==> src/rtl/shared_reg_arbiter.sv <==
// Round-robin arbiter and write sequencer for a single shared DW-bit register.
// Requesters win a one-cycle grant in IDLE; the winner's data is committed at the GRANT closing edge.
module shared_reg_arbiter #(
  parameter int NREQ = 4,
  parameter int DW   = 8,
  parameter int IW   = 2
) (
  input  logic             clk,
  input  logic             reset_n,
  input  logic [NREQ-1:0]  req,
  input  logic [NREQ*DW-1:0] wdata,
  input  logic             clr,
  output logic [NREQ-1:0]  gnt,
  output logic [DW-1:0]    q,
  output logic             q_valid,
  output logic [IW-1:0]    owner,
  output logic             done,
  output logic             abort,
  output logic [1:0]       state_dbg
);

  typedef enum logic [1:0] {
    IDLE   = 2'd0,
    GRANT  = 2'd1,
    COMMIT = 2'd2
  } state_t;

  // Handshake: req[i] must stay high (with its wdata slice stable) through the
  // cycle gnt[i] is high; dropping it there aborts, keeping it commits.

  state_t          state_q;
  logic [IW-1:0]   ptr_q;
  logic [IW-1:0]   win_q;
  logic [NREQ-1:0] gnt_q;
  logic [DW-1:0]   data_q;
  logic            valid_q;
  logic [IW-1:0]   owner_q;
  logic            done_q;
  logic            abort_q;

  logic [IW-1:0]   pick_hi_d;
  logic [IW-1:0]   pick_lo_d;
  logic            any_hi_d;
  logic            any_lo_d;
  logic [IW-1:0]   pick_d;
  logic [IW-1:0]   ptr_next_d;

  // Two-pass scan: first set bit at or above the pointer, else the lowest set bit (wrap).
  always_comb begin
    pick_hi_d = '0;
    pick_lo_d = '0;
    any_hi_d  = 1'b0;
    any_lo_d  = 1'b0;
    for (int i = 0; i < NREQ; i++) begin
      if (!any_hi_d && req[i] && (i >= int'(ptr_q))) begin
        any_hi_d  = 1'b1;
        pick_hi_d = IW'(i);
      end
      if (!any_lo_d && req[i]) begin
        any_lo_d  = 1'b1;
        pick_lo_d = IW'(i);
      end
    end
    pick_d = any_hi_d ? pick_hi_d : pick_lo_d;
  end

  assign ptr_next_d = (win_q == IW'(NREQ - 1)) ? '0 : win_q + 1'b1;

  always_ff @(posedge clk or negedge reset_n) begin
    if (!reset_n) begin
      state_q <= IDLE;
      ptr_q   <= '0;
      win_q   <= '0;
      gnt_q   <= '0;
      data_q  <= '0;
      valid_q <= 1'b0;
      owner_q <= '0;
      done_q  <= 1'b0;
      abort_q <= 1'b0;
    end else begin
      done_q  <= 1'b0;
      abort_q <= 1'b0;
      case (state_q)
        IDLE: begin
          if (clr) begin
            data_q  <= '0;
            valid_q <= 1'b0;
          end else if (any_lo_d) begin
            gnt_q   <= NREQ'(1) << pick_d;
            win_q   <= pick_d;
            state_q <= GRANT;
          end
        end
        GRANT: begin
          gnt_q   <= '0;
          state_q <= IDLE;
          if (clr) begin
            data_q  <= '0;
            valid_q <= 1'b0;
          end else if (req[win_q]) begin
            data_q  <= wdata[win_q*DW +: DW];
            valid_q <= 1'b1;
            owner_q <= win_q;
            done_q  <= 1'b1;
            ptr_q   <= ptr_next_d;
            state_q <= COMMIT;
          end else begin
            abort_q <= 1'b1;
            ptr_q   <= ptr_next_d;
          end
        end
        COMMIT: begin
          state_q <= IDLE;
        end
        default: begin
          gnt_q   <= '0;
          state_q <= IDLE;
        end
      endcase
    end
  end

  assign gnt       = gnt_q;
  assign q         = data_q;
  assign q_valid   = valid_q;
  assign owner     = owner_q;
  assign done      = done_q;
  assign abort     = abort_q;
  assign state_dbg = state_q;

endmodule

==> config.mk <==
export PLATFORM = sky130hd
export DESIGN_NAME = shared_reg_arbiter
export DESIGN_NICKNAME = d
export VERILOG_FILES = /design/src/rtl/shared_reg_arbiter.sv
export SDC_FILE = /design/constraint.sdc
export NUM_CORES = 1
export LEC_CHECK = 0
export CAP_MARGIN = 20
export CORE_ASPECT_RATIO = 1.25
export CORE_UTILIZATION = 36
export DETAILED_ROUTE_END_ITERATION = 8
export PLACE_DENSITY_LB_ADDON = 0.15
export SYNTH_ARGS = -nofsm -noshare
export SYNTH_HDL_FRONTEND = slang
export SYNTH_SLANG_ARGS = --single-unit
export TNS_END_PERCENT = 10
==> constraint.sdc <==
create_clock -name clk -period 1.7 [get_ports clk]
set_input_delay 0.34 -clock clk [delete_from_list [all_inputs] [get_ports clk]]
set_output_delay 0.34 -clock clk [all_outputs]
set_load 0.03 [all_outputs]
==> results of run 1 <==
layer usage:
layer	up-vias	GRT usage	share of wire
li1	474	-	-
met1	487	0.196	0.40
met2	41	0.305	0.50
met3	6	0.0299	0.070
met4	0	0.0888	0.026
met5	-	0	0
cells by family (layout without fill, tap and decap cells):
kind of cell,count (synthesis),after routing,share of synthesized area
simple gates,20,20,0.0926
flops,23,23,0.489
mux,15,15,0.235
compound gates,21,21,0.149
fa+ha+maj,1,1,0.0106
buf+inv,5,73,0.0234
worst max-delay path, stage by stage:
cell and delay, ns:
clkdlybuf4s50_1 0.44, mux4_2 0.51, and3_4 0.24, mux2_1 0.31
cell usage after synthesis, drive strengths merged:
library cell,instances
a211oi,1
a32o,2
a21o,2
a21oi,1
ha,1
nand2b,2
mux4,9
a22o,8
o211ai,1
nand2,5
and3,2
dfrtp,23
buf,2
nor3b,1
nor2b,2
o211a,1
clkbuf,2
o41ai,2
nor2,6
a31oi,1
o31ai,1
mux2i,1
inv,1
a211o,1
mux2,5
nand3b,2
where the power goes:
| group | total, mW | internal [mW] | leakage (nW) | switching (mW) |
|---|---|---|---|---|
| clock network | 0.243 | 0.0912 | 0.0150 | 0.151 |
| registers | 0.798 | 0.697 | 0.304 | 0.101 |
| logic | 1.27 | 0.648 | 0.721 | 0.622 |
| total | 2.31 | 1.44 | 1.04 | 0.875 |
cells in the final DEF (no fill, tap or decap), types with 2 or more instances in the layout:
cell type        count
a32o_1               2
buf_4               11
nand2_1              4
mux2_2               3
clkdlybuf4s50_1     39
dfrtp_1             23
nor2b_1              2
mux4_2               8
a21o_1               2
nand3b_1             2
nor2_1               5
a22o_1               8
dlymetal6s2s_1      13
dlygate4sd2_1        5
nand2b_1             2
clkbuf_4             3
path summary, 6_finish.rpt:
path	endpoint	slack [ns]	depth (start not counted)
max in group asynchronous	gnt[2]	1.09	2
min reg2reg	owner[0]	0.50	1
min in group clk	owner[0]	0.50	1
max	owner[0]	0.04	4
max reg2reg	owner[0]	0.09	3
min	q[6]	0.37	2
registers in the layout, summed over array words and instances, names as in the netlist:
register,count
win_q,2
ptr_q,2
owner,2
q,8
q_valid,1
done,1
state_dbg,2
gnt,4
abort,1
timing repair:
item                                    4_1_cts  5_1_grt
buffers inserted                              0        0
endpoints found under the setup margin        5       22
gates cloned                                  0        0
resized for setup                             5       15
layout make-up:
class	count	area, sq um	area share
clock buffer	4	26.3	0.0137
multi-input combinational	57	583	0.305
tap	36	45.0	0.0235
timing repair buffer	68	679	0.355
inverter	1	3.75	0.00196
sequential	23	576	0.301
==> impl_metrics.json, run 1 <==
{
  "io_pins": 58,
  "grt.total_usage": 0.174,
  "leakage_nw": 1.04,
  "grt_pass1_vias": 1056,
  "syn_nets": 125,
  "drt_iter0_drc": 12,
  "seq_area_frac_synth": 0.489,
  "cts_tree": "built",
  "synth-seq-cells": 23,
  "worstSkewPairLatency_ns": 0.30,
  "finalHoldViolations": 0,
  "startpoint": "req[0]",
  "detail-route-antenna-nets": 0,
  "io_buffers": 57,
  "antenna_found_initial": 0,
  "post-route-min-period_ns": 1.66,
  "whs_ns": 0.373,
  "gp_congestion": 0.771,
  "synth_top_cells_by_area": "dfrtp_1 49%, mux4_2 15%, a22o_1 6.0%",
  "yosys.cell_types.count": 32,
  "peakVddDrop_v": 0.00128,
  "skew_ns": 0.0157,
  "maxSlewViolCount": 0,
  "rsz0062_at_grt": "no",
  "clkSinkCount": 23,
  "syn_avg_cell_area_sq_um": 13.8,
  "fmax_ghz": 0.601,
  "start_util": 0.388,
  "layout-drive-gt1-share": 0.196,
  "htreeDepth": 1,
  "stdcell_count": 189,
  "grt_pass1_wl_mm": 4.49,
  "routed_wl_mm": 2.84,
  "hp-class": "in -> async",
  "fp.dieH_microns": 65.9,
  "cts-root-buf": "clkbuf_4",
  "setup_viol": 0,
  "critPathRequiredTime_ns": 1.88,
  "path_class": "in -> reg",
  "clockBufferDepth": 2,
  "relSlewSlack": 0.746,
  "worstSetupStartpointType": "primary input",
  "cap_violations": 0,
  "syn_to_final_growth_pct": 62.7,
  "drt-vias-per-instance": 5.33,
  "p_total_mw": 2.31,
  "tns_ns": 0,
  "drc": 0,
  "fillers": 252,
  "worst_slack_ns": 0.0366,
  "overflow": 0,
  "cp_max_fo": 11,
  "cts_buffers": 3,
  "outcome": "finished clean",
  "core.rowCount": 22,
  "fin_crit_sh": 0.978,
  "antenna_cells": 0,
  "syn_area_sq_mm": 0.00118,
  "cts_hold_buf": 0,
  "synth_top_area_frac": 0.489,
  "wl_per_cell_microns": 15.0,
  "core_area_sq_mm": 0.00303,
  "first_pass_iters": 4,
  "worst_pin_slew_ns": 0.380,
  "dp_slack_ns": -0.281,
  "final_cell_area_sq_mm": 0.00191,
  "clk_pin_slew_worst_paths_ns": 0.13,
  "postPlaceCellArea_sq_mm": 0.00185,
  "hpwl_mm": 2.22,
  "synthesis.yosys.warnings": 0,
  "grt_max_degree": 24,
  "powerDensity_mw_per_mm2": 1210,
  "via_count": 1008,
  "reg2reg_from": "win_q[0]",
  "dieArea_sq_mm": 0.00350,
  "nets": 194,
  "synth_top_area_cell": "dfrtp_1",
  "dpl.cell_count": 185,
  "syn_inst": 85,
  "end_kind": "flop",
  "cp.arrival_ns": 1.85,
  "die_width_microns": 53.1,
  "post-route-util": 0.632
}
(Power assumes the default switching activity.)
==> inputs of run 2 (changes only) <==
--- a/config.mk
+++ b/config.mk
@@ -5,8 +5,8 @@
 export SDC_FILE = /design/constraint.sdc
 export NUM_CORES = 1
 export LEC_CHECK = 0
-export CAP_MARGIN = 20
 export CORE_ASPECT_RATIO = 1.25
+export CORE_MARGIN = 2
 export CORE_UTILIZATION = 36
 export DETAILED_ROUTE_END_ITERATION = 8
 export PLACE_DENSITY_LB_ADDON = 0.15
==> run 2 against run 1 <==
- combinational power rose by 4%
- global-route usage shrank 0.26 points
- first-iteration DRC count grew 17%
- via count up 1.8%
- power increased by 6.3%
- utilization down 2.4 points
- clock skew shrank 0.0090 ns
- clock-buffer cell count stayed put
- critical path type unchanged
- final cell count rose by 1.1%
- worst setup slack got worse by 0.014 ns
- largest cell class unchanged
- clock power is 37% higher
==> impl_metrics.json, run 2 (synthesis results as in run 1) <==
{
  "multiInputGateArea_sq_um": 596,
  "critPathRequiredTime_ns": 1.84,
  "start_util": 0.372,
  "wl_per_cell_microns": 16.2,
  "cap_violations": 0,
  "io_pins": 58,
  "post-route-min-period_ns": 1.68,
  "layout_commonest_cell": "clkdlybuf4s50_1",
  "cts_hold_buf": 0,
  "worst_pin_slew_ns": 0.363,
  "fillers": 274,
  "fin_crit_sh": 0.986,
  "clk_pin_slew_worst_paths_ns": 0.08,
  "worstSetupStartpointType": "primary input",
  "cp.arrival_ns": 1.82,
  "cts_tree": "built",
  "core.rowCount": 23,
  "cts_buffers": 3,
  "post-route-util": 0.608,
  "antenna_cells": 0,
  "detail-route-antenna-nets": 0,
  "skew_ns": 0.00676,
  "critPathSlowestCell": "mux4_2",
  "drt-vias-per-instance": 5.37,
  "hp-class": "in -> async",
  "maxSlewViolCount": 0,
  "finalHoldViolations": 0,
  "routed_wl_mm": 3.10,
  "powerDensity_mw_per_mm2": 1280,
  "die_width_microns": 55.1,
  "end_kind": "flop",
  "grt_pass1_wl_mm": 4.51,
  "dp_slack_ns": -0.305,
  "regArea_sq_um": 576,
  "grt_pass1_vias": 989,
  "clockBufferDepth": 2,
  "rrSetupSlack_ns": 0.11,
  "final_cell_mix": "54 x clkdlybuf4s50_1, 23 x dfrtp_1, 11 x buf_4",
  "relSlewSlack": 0.757,
  "cts-root-buf": "clkbuf_8",
  "cp_max_fo": 6,
  "gp_congestion": 0.801,
  "core_area_sq_mm": 0.00317,
  "path_class": "in -> reg",
  "layout-drive-gt1-share": 0.201,
  "via_count": 1026,
  "cp_cell_sequence": "clkdlybuf4s50_1, mux4_2, and3_4, mux2_1",
  "largest_reg_flops": 8,
  "htreeDepth": 1,
  "peakVddDrop_v": 0.00101,
  "timing.critical_path.buf_inv": 1,
  "overflow": 0,
  "rsz0062_at_grt": "yes",
  "critPathMaxStageDelay_ns": 0.54,
  "grt.total_usage": 0.171,
  "io_buffers": 57,
  "nets": 195,
  "syn_to_final_growth_pct": 63.5,
  "dieArea_sq_mm": 0.00374,
  "drc": 0,
  "worstSkewPairLatency_ns": 0.26,
  "worst_slack_ns": 0.0231,
  "grt_max_degree": 24,
  "drt_iter0_drc": 14,
  "first_pass_iters": 4,
  "outcome": "finished clean",
  "fmax_ghz": 0.596,
  "leakage_nw": 0.844,
  "crit_family": "multiplexers",
  "antenna_found_initial": 0,
  "hpwl_mm": 2.39,
  "clkSinkCount": 23,
  "setup_viol": 0,
  "fp.dieH_microns": 67.9
}
run 2: changes by cell type in the layout (fill, tap and decap cells not counted), sizes merged:
cell,change
and3,+1
dlygate4sd2,-4
clkdlybuf4s50,+15
dlymetal6s2s,-11
run 2: what timing repair did:
| item | in CTS | in global routing |
|---|---|---|
| buffers inserted | 0 | 0 |
| pin swaps | 1 | 0 |
| endpoints found under the setup margin | 10 | 8 |
| resized for setup | 2 | 4 |
| cloned | 0 | 1 |
run 2: where the power goes:
part / internal (mW) / leakage [nW] / switching [mW]
Sequential: 0.698 / 0.304 / 0.109
Clock: 0.167 / 0.0228 / 0.166
Combinational: 0.683 / 0.518 / 0.632
run 2: through the flow:
step	power, mW	instances	TNS (ns)	hold slack (ns)	area, sq um
finish	2.46	191	0	0.427	1920
global route	2.61	191	0	0.457	1920
CTS	2.48	190	0	0.438	1900
detailed placement	2.14	186	-4.07	0.480	1850
global placement	2.11	186	-3.33	0.472	1850
floorplan	1.61	85	0	0.0444	1180
run 2: final timing paths:
kind,end,cells after the start,startpoint
max,owner[0],4,req[3]
min,win_q[1],2,reset_n
max reg2reg,owner[0],3,win_q[0]
min reg2reg,owner[0],1,owner[0]
max in group asynchronous,q_valid,2,reset_n
min in group clk,owner[0],1,owner[0]
run 2: final cells by class:
cell class / count / share of cell area
inverter: 1 / 0.00195
sequential: 23 / 0.299
tap: 37 / 0.0241
clock buffer: 4 / 0.0234
timing repair buffer: 68 / 0.342
multi-input combinational: 58 / 0.310
run 2: worst register-to-register path: cells and delay by family, from the launching register on:
| kind | cells | cell delay, ns |
|---|---|---|
| multiplexers | 2 | 0.88 |
| flip-flops | 1 | 0.38 |
| AND/OR/NAND/NOR | 1 | 0.21 |
run 2: routing by layer:
layer / vias up / routed length [microns] / GRT usage
met4: 0 / 47 / 0.0793
met3: 5 / 284 / 0.0328
met5: - / 0 / 0
li1: 476 / - / -
met1: 502 / 1170 / 0.182
met2: 43 / 1590 / 0.315
==> inputs of run 3 (changes only) <==
--- a/config.mk
+++ b/config.mk
@@ -6,7 +6,7 @@
 export NUM_CORES = 1
 export LEC_CHECK = 0
 export CORE_ASPECT_RATIO = 1.25
-export CORE_MARGIN = 2
+export CORE_MARGIN = 4
 export CORE_UTILIZATION = 36
 export DETAILED_ROUTE_END_ITERATION = 8
 export PLACE_DENSITY_LB_ADDON = 0.15
==> run 3 against run 2 <==
- cell area shrank 1.6%
- via count shrank 0.97%
- die area grew 14%
- non-clock buffer count is the same
- register-to-register slack is essentially flat
- largest power group unchanged
- sequential share of layout area grew 0.47 points
- utilization grew 1.8 points
==> impl_metrics.json, run 3 (synthesis results as in run 1) <==
{
  "outcome": "finished clean",
  "whs_ns": 0.369,
  "clkSinkCount": 23,
  "fmax_ghz": 0.609,
  "worst_pin_slew_ns": 0.355,
  "io_pins": 58,
  "cp.arrival_ns": 1.85,
  "detail-route-antenna-nets": 0,
  "start_util": 0.388,
  "final_cell_mix": "38 x clkdlybuf4s50_1, 23 x dfrtp_1, 12 x dlygate4sd2_1",
  "wl_per_cell_microns": 16.1,
  "critPathRequiredTime_ns": 1.91,
  "die_width_microns": 59.1,
  "drt_iter0_drc": 24,
  "critPathSlowestCell": "mux4_2",
  "htreeDepth": 1,
  "hp-class": "in -> async",
  "relSlewSlack": 0.762,
  "end_kind": "flop",
  "fp.dieH_microns": 71.9,
  "io_buffers": 57,
  "r2r_end": "owner[0]",
  "dieArea_sq_mm": 0.00425,
  "reg2reg_from": "win_q[0]",
  "grt_pass1_vias": 1057,
  "core.rowCount": 22,
  "fillers": 265,
  "rrSetupSlack_ns": 0.10,
  "path_class": "in -> reg",
  "drt-vias-per-instance": 5.38,
  "fin_crit_sh": 0.966,
  "hpwl_mm": 2.37,
  "grt_pass1_wl_mm": 4.86,
  "routed_wl_mm": 3.03,
  "cts_buffers": 3,
  "layout_commonest_cell": "clkdlybuf4s50_1",
  "skew_ns": 0.00327,
  "worstSkewPairLatency_ns": 0.31,
  "syn_to_final_growth_pct": 61.0,
  "grt.total_usage": 0.148,
  "p_total_mw": 2.29,
  "antenna_cells": 0,
  "drc": 0,
  "clk_pin_slew_worst_paths_ns": 0.12,
  "gp_congestion": 0.857,
  "rsz0062_at_grt": "no",
  "final_cell_area_sq_mm": 0.00189,
  "maxSlewViolCount": 0,
  "worstSetupStartpointType": "primary input",
  "overflow": 0,
  "post-route-min-period_ns": 1.64,
  "antenna_found_initial": 0,
  "cts_tree": "built",
  "cap_violations": 0,
  "cp_max_fo": 11,
  "dp_slack_ns": -0.325,
  "leakage_nw": 0.971,
  "core_area_sq_mm": 0.00303,
  "finalHoldViolations": 0,
  "powerDensity_mw_per_mm2": 1210,
  "largest_reg_flops": 8,
  "worst_slack_ns": 0.0576,
  "peakVddDrop_v": 0.000836,
  "postPlaceCellArea_sq_mm": 0.00185,
  "dpl.cell_count": 185,
  "first_pass_iters": 4,
  "via_count": 1016,
  "nets": 194,
  "cp_cell_sequence": "clkdlybuf4s50_1, mux4_2, and3_4, mux2_1",
  "cts_hold_buf": 0,
  "stdcell_count": 189,
  "critPathMaxStageDelay_ns": 0.53,
  "layout-drive-gt1-share": 0.203,
  "cts-root-buf": "clkbuf_4",
  "grt_max_degree": 24,
  "reg2reg_depth": 3,
  "post_cts.repair.setup_buffers": 0,
  "clockBufferDepth": 2,
  "tns_ns": 0,
  "post-route-util": 0.625,
  "setup_viol": 0
}
## run 3: cell types whose count changed in the layout (fill, tap and decap cells not counted), sizes merged
cell,delta
and3,-1
dlymetal6s2s,+5
clkbuf,-1
dlygate4sd2,+11
clkdlybuf4s50,-16
clkinvlp,+1
## run 3: worst max path at each step
stage / slack (ns) / cells past startpoint / end / startpoint
final: 0.06 / 4 / owner[0] / req[0]
after global placement: -0.27 / 4 / owner[0] / req[0]
after floorplan: 0.04 / 4 / owner[1] / win_q[0]
after global routing: 0.02 / 3 / owner[0] / win_q[0]
after detailed placement: -0.32 / 5 / q[6] / req[0]
after CTS: 0.002 / 1 / q[5] / q[5]
## run 3: timing repair
action                                  CTS  global route
endpoints found under the setup margin   12            17
pin swaps                                 0             1
gates resized for setup                  12             9
## run 3: layout make-up
type	count	area, sq um	share of cell area
Timing Repair Buffer	68	656	0.346
Multi-Input combinational cell	57	583	0.308
Sequential cell	23	576	0.304
Tap cell	36	45.0	0.0238
Clock buffer	3	22.5	0.0119
Clock inverter	1	7.51	0.00397
Inverter	1	3.75	0.00198
## run 3: worst max-delay path: cells and delay by family
kind	cells	cell delay [ns]
multiplexers	2	0.84
buffers and inverters	1	0.44
AND/OR/NAND/NOR	1	0.23
## run 3: where the power goes
group          internal [mW]  total, mW  switching [mW]
Sequential             0.697      0.804           0.107
Clock                 0.0897      0.249           0.160
Combinational          0.614       1.24           0.621
## run 3: metal layers
layer	vias to the layer above	wire length (microns)	GRT usage
met4	0	51	0.0655
met1	490	1190	0.161
met5	-	0	0
met2	47	1560	0.264
met3	6	242	0.0391
li1	473	-	-
